### config.mk
export PLATFORM = sky130hd
export DESIGN_NAME = xc_arbiter
export DESIGN_NICKNAME = d
export VERILOG_FILES = /design/src/rtl/xc_pkg.sv /design/src/rtl/xc_arbiter_rr_pick.sv /design/src/rtl/xc_arbiter.sv
export SDC_FILE = /design/constraint.sdc
export NUM_CORES = 1
export LEC_CHECK = 0
export ABC_AREA = 1
export BUFFER_PORTS_ARGS = -buffer_cell sky130_fd_sc_hd__buf_2
export CAP_MARGIN = 5
export CORE_ASPECT_RATIO = 2
export CORE_MARGIN = 1
export CORE_UTILIZATION = 48
export CTS_CLUSTER_SIZE = 25
export DETAILED_ROUTE_END_ITERATION = 8
export PLACE_DENSITY = 0.81
export SYNTH_ARGS = -nofsm -noshare
export SYNTH_HDL_FRONTEND = slang
export SYNTH_SLANG_ARGS = --single-unit
### constraint.sdc
create_clock -name clk -period 3.4 [get_ports clk]
set_input_delay 1.02 -clock clk [delete_from_list [all_inputs] [get_ports clk]]
set_output_delay 1.02 -clock clk [all_outputs]
set_load 0.03 [all_outputs]
### src/rtl/xc_pkg.sv
// Shared types and helpers for the XOR-complement datapath arbiter.
package xc_pkg;

  typedef enum logic [1:0] {
    IDLE,
    ISSUE,
    WAIT,
    RESP
  } xc_state_t;

  localparam int XC_WIDTH = 20;

  // Constant-only helper used to size the pointer and wait-counter registers.
  function automatic int clog2(input int value);
    int result;
    result = 0;
    for (int i = 0; i < 31; i++) begin
      if ((1 << i) < value) result = i + 1;
    end
    return result;
  endfunction

endpackage

### src/rtl/xc_arbiter_rr_pick.sv
// Combinational circular priority search: the first set request at or after ptr wins.
module xc_rr_pick
  import xc_pkg::*;
#(
  parameter int N_REQ = 4,
  parameter int PTR_W = clog2(N_REQ)
) (
  input  logic [N_REQ-1:0] req,
  input  logic [PTR_W-1:0] ptr,
  output logic [N_REQ-1:0] grant,
  output logic [PTR_W-1:0] index,
  output logic             any
);

  localparam int SW = PTR_W + 1;

  logic [SW-1:0]    sum;
  logic [PTR_W-1:0] pos;

  // Wrap is done by subtraction so non-power-of-2 requester counts stay in range.
  always_comb begin
    grant = '0;
    index = '0;
    any   = 1'b0;
    sum   = '0;
    pos   = '0;
    for (int k = 0; k < N_REQ; k++) begin
      sum = {1'b0, ptr} + SW'(k);
      if (sum >= SW'(N_REQ)) sum = sum - SW'(N_REQ);
      pos = sum[PTR_W-1:0];
      if (!any && req[pos]) begin
        any        = 1'b1;
        grant[pos] = 1'b1;
        index      = pos;
      end
    end
  end

endmodule

### src/rtl/xc_arbiter.sv
// Round-robin scheduler sharing one XOR-complement datapath among N_REQ requesters,
// with grant locking for chained bursts and a bounded wait that forces an error response.
module xc_arbiter
  import xc_pkg::*;
#(
  parameter int N_REQ   = 4,
  parameter int WIDTH   = XC_WIDTH,
  parameter int TIMEOUT = 16
) (
  input  logic                   clk,
  input  logic                   rst,
  input  logic [N_REQ-1:0]       req_v,
  input  logic [N_REQ*WIDTH-1:0] req_a,
  input  logic [N_REQ-1:0]       req_lock,
  output logic [N_REQ-1:0]       req_ready,
  output logic                   dp_v_a,
  output logic [WIDTH-1:0]       dp_a,
  input  logic                   dp_v_q,
  input  logic [WIDTH-1:0]       dp_q,
  output logic [N_REQ-1:0]       rsp_v,
  output logic [WIDTH-1:0]       rsp_q,
  output logic                   rsp_err,
  output logic                   busy
);

  localparam int PTR_W = clog2(N_REQ);
  localparam int CNT_W = clog2(TIMEOUT);

  xc_state_t        state, state_nxt;
  logic [PTR_W-1:0] ptr;
  logic [PTR_W-1:0] owner;
  logic [CNT_W-1:0] cnt;
  logic [N_REQ-1:0] grant;
  logic [PTR_W-1:0] win_idx;
  logic             win_any;
  logic             timed_out;

  xc_rr_pick #(
    .N_REQ(N_REQ),
    .PTR_W(PTR_W)
  ) u_pick (
    .req  (req_v),
    .ptr  (ptr),
    .grant(grant),
    .index(win_idx),
    .any  (win_any)
  );

  assign timed_out = (cnt == CNT_W'(TIMEOUT - 1));

  always_ff @(posedge clk) begin
    if (rst) state <= IDLE;
    else     state <= state_nxt;
  end

  always_comb begin
    state_nxt = state;
    req_ready = '0;
    dp_v_a    = 1'b0;
    rsp_v     = '0;
    busy      = (state != IDLE);
    case (state)
      IDLE: begin
        if (!rst) req_ready = grant;
        if (win_any) state_nxt = ISSUE;
      end
      ISSUE: begin
        dp_v_a    = 1'b1;
        state_nxt = WAIT;
      end
      WAIT: begin
        if (dp_v_q || timed_out) state_nxt = RESP;
      end
      RESP: begin
        rsp_v[owner] = 1'b1;
        state_nxt    = IDLE;
      end
      default: state_nxt = IDLE;
    endcase
  end

  // A result arriving on the last wait cycle takes priority over the timeout.
  always_ff @(posedge clk) begin
    if (rst) begin
      ptr     <= '0;
      owner   <= '0;
      cnt     <= '0;
      dp_a    <= '0;
      rsp_q   <= '0;
      rsp_err <= 1'b0;
    end else begin
      case (state)
        IDLE: begin
          if (win_any) begin
            dp_a  <= req_a[int'(win_idx)*WIDTH +: WIDTH];
            owner <= win_idx;
          end
        end
        ISSUE: cnt <= '0;
        WAIT: begin
          cnt <= cnt + CNT_W'(1);
          if (dp_v_q) begin
            rsp_q   <= dp_q;
            rsp_err <= 1'b0;
          end else if (timed_out) begin
            rsp_q   <= '0;
            rsp_err <= 1'b1;
          end
        end
        RESP: begin
          if (req_lock[owner])                   ptr <= owner;
          else if (owner == PTR_W'(N_REQ - 1))   ptr <= '0;
          else                                   ptr <= owner + PTR_W'(1);
        end
        default: ;
      endcase
    end
  end

endmodule

==> flow_summary_export.csv <==
group,metric,value,unit
clock_tree,postCtsHoldBufs,0,
synthesis,yosysWarningCount,0,
drt,vias_per_cell,5.21,
clock_tree,cts_max_path_buffers,2,
timing,finalSetupTns,0,ns
synthesis,yosysTopAreaCell,"dfxtp_1",
critical_path,cp-start-kind,"primary input",
placement,place_hpwl,7780,µm
synthesis,synth_commonest_cells,"nand2_1 (141), inv_1 (130), nand3_1 (69)",
grt,grt_pass1_vias,4099,
drt,drc,0,
critical_path,arrival,2.23,ns
floorplanning,ios,162,
synthesis,synth_ff_type,"dfxtp_1",
timing,tightest_slew,0.732,ns
placement,place_ws,0.0375,ns
critical_path,path_cells,"buf_2 -> nand2_1 -> nand2_1 -> nand2_1 -> nand2_4 -> nor2_8 -> nand3b_4 -> o21ai_0 -> nand2_1 -> inv_1 -> clkbuf_4",
min_path,hold_path.class,"reg2reg",
timing,hold_violations,0,
critical_path,cp_slowest_cell,"clkbuf_4",
synthesis,ys_async_sr_fraction,0,%
grt,grt_usage,26.8,%
power_and_ir_drop,total_leakage_power,2.87,nW
grt,antenna_found_initial,0,
timing,layout_setup_ws,0.154,ns
job,max-cap-violations,0,
floorplanning,die_h,125,µm
synthesis,syn_area,3650,µm²
critical_path,crit_top_cell,"nand2_1",
timing,layout_min_cycle_time,3.25,ns
grt,grt_max_degree,45,
power_and_ir_drop,finalPower,3.66,mW
drt,drtAntennaViolNets,0,
clock_tree,cts_tree,"yes",
placement,dp.cells,834,
min_path,worstHoldStart,"rsp_q[16]",
floorplanning,dieWidth,63.6,µm
critical_path,cp.required,2.38,ns
cells_and_area,final_core_util,64.6,%
floorplanning,num_rows,44,
placement,portBuffers,161,
clock_tree,cts-buffers-inserted,5,
drt,drt-pass1-iter-count,4,
synthesis,synth.area.top_cells,"dfxtp_1 (28%), nand2_1 (15%), inv_1 (13%)",
cells_and_area,nets,879,
synthesis,synth_cells,605,
critical_path,path_max_fanout,8,
floorplanning,core-area,7320,µm²
synthesis,synth.distinct_cells,31,
drt,avgRoutedWirePerCell,12.4,µm
timing,drv_slew,0,
grt,grt_overflow,0,
drt,drt_wl_total,10500,µm
clock_tree,clk_pin_slew,0.07,ns
clock_tree,cts.htree.levels,2,
grt,grt_pass1_wl,17400,µm
clock_tree,clk-insertion-delay-late,0.29,ns
critical_path,cp-end-kind,"output port",
critical_path,r2r_start,"ptr[0]",
outcome,status,"finished, final reports clean",
timing,period_share,95.5,%
synthesis,synth_top_area_share,28.0,%
cells_and_area,drive_gt1_share,26.6,%
cells_and_area,syn2layout_area_growth,29.7,%
synthesis,synth-seq-cells,51,
critical_path,startpoint,"req_v[0]",
power_and_ir_drop,ir_drop,0.505,mV
floorplanning,floorplan.initialDensity,49.8,%
critical_path,crit_path_max_incr_delay,0.18,ns
drt,via_count,4395,
clock_tree,cts_num_sinks,51,
synthesis,synth.most_common_cell,"nand2_1",
timing,setup_viol,0,
synthesis,synth_fp_nets,733,
cells_and_area,antenna_cells,0,
synthesis,ys_seq_area_share,28.0,%
synthesis,syn_area_per_cell,6.03,µm²
synthesis,synth-edff-count,0,
timing,clock.fmax,308,MHz
clock_tree,cts-root-buf,"clkbuf_16",
floorplanning,die_area,7970,µm²
drt,drt-initial-drc-count,205,
timing,finalClockSkew,0.00545,ns
critical_path,path_class,"in2out",
power_and_ir_drop,power.density,774,nW/µm²
cells_and_area,final_cells,844,
placement,gp_routability_congestion,0.961,
timing,slew_headroom,51.1,%
## metal layers
layer | wire [µm] | vias to the layer above | global-route usage (%)
li1 | - | 2182 | -
met1 | 3870 | 1982 | 27.0
met2 | 5480 | 196 | 50.5
met3 | 626 | 35 | 4.01
met4 | 486 | 0 | 14.7
met5 | 0 | - | 0
## per-stage QoR
| stage | hold slack (ns) | area, µm² |
|---|---|---|
| global placement | 0.445 | 4480 |
| finish | 0.462 | 4730 |
| global route | 0.480 | 4730 |
| CTS | 0.463 | 4660 |
| floorplan | 0.490 | 3650 |
| detailed placement | 0.454 | 4480 |
## sequential cells by signal, summed over array words and instances (netlist names)
name / cells
cnt: 4
dp_a: 20
owner: 2
ptr: 2
rsp_err: 1
rsp_q: 20
state: 2
## critical path, delay by kind of cell
kind | cells | cell delay, ns
buffers and inverters | 3 | 0.34
AND/OR/NAND/NOR | 7 | 0.71
AO/OA/AOI/OAI | 1 | 0.15
## path summary, 6_finish.rpt
kind	endpoint	slack [ns]	cells past startpoint
worst max-delay path	req_ready[2]	0.15	11
worst max register to register	dp_a[2]	0.88	14
worst min register to register	rsp_q[16]	0.46	2
worst min-delay path	rsp_q[16]	0.46	2
## repair_timing
item                       in CTS  in global routing
gates resized for setup         0                 18
setup buffers                   0                  2
hold endpoints to repair        0                  0
setup endpoints to repair       0                  4
## layout by cell type (no fill, tap or decap)
cell,n
clkbuf_16,5
ha_1,17
nand3b_4,1
nand3_4,2
nor2_8,1
nand3_2,2
o21bai_2,1
nand2_2,5
a21oi_1,28
o21ai_1,6
bufinv_16,1
inv_6,1
or2_2,1
nand3_1,67
nor3_1,5
and3_1,1
o21ai_2,1
nand2_1,136
o21ai_0,11
clkbuf_8,1
buf_4,11
a221oi_1,1
nand4_1,42
a31o_2,1
nand2_4,2
inv_1,130
clkbuf_4,3
buf_2,157
a31oi_1,7
nor2_1,49
buf_12,1
nor3b_1,1
inv_2,3
dfxtp_1,51
## cells by family after synthesis
logic type               count (synthesis)  synth area share [%]
AO/OA/AOI/OAI                           56                  8.41
buffers and inverters                  166                  18.2
AND/OR/NAND/NOR                        315                  39.6
flip-flops                              51                  28.0
adder cells (fa/ha/maj)                 17                  5.83
## power by group
group	internal, mW	switching [mW]	total (mW)
Clock	0.370	0.223	0.593
Combinational	0.703	1.49	2.19
Sequential	0.765	0.111	0.876
## cell type report
class	count	area (µm²)
timing repair buffer	172	911
multi-input combinational	388	2010
inverter	133	499
clock inverter	2	38.8
tap	92	115
sequential	51	1020
fill	710	2590
clock buffer	6	139
No activity file was read; power rests on OpenSTA's default activity.
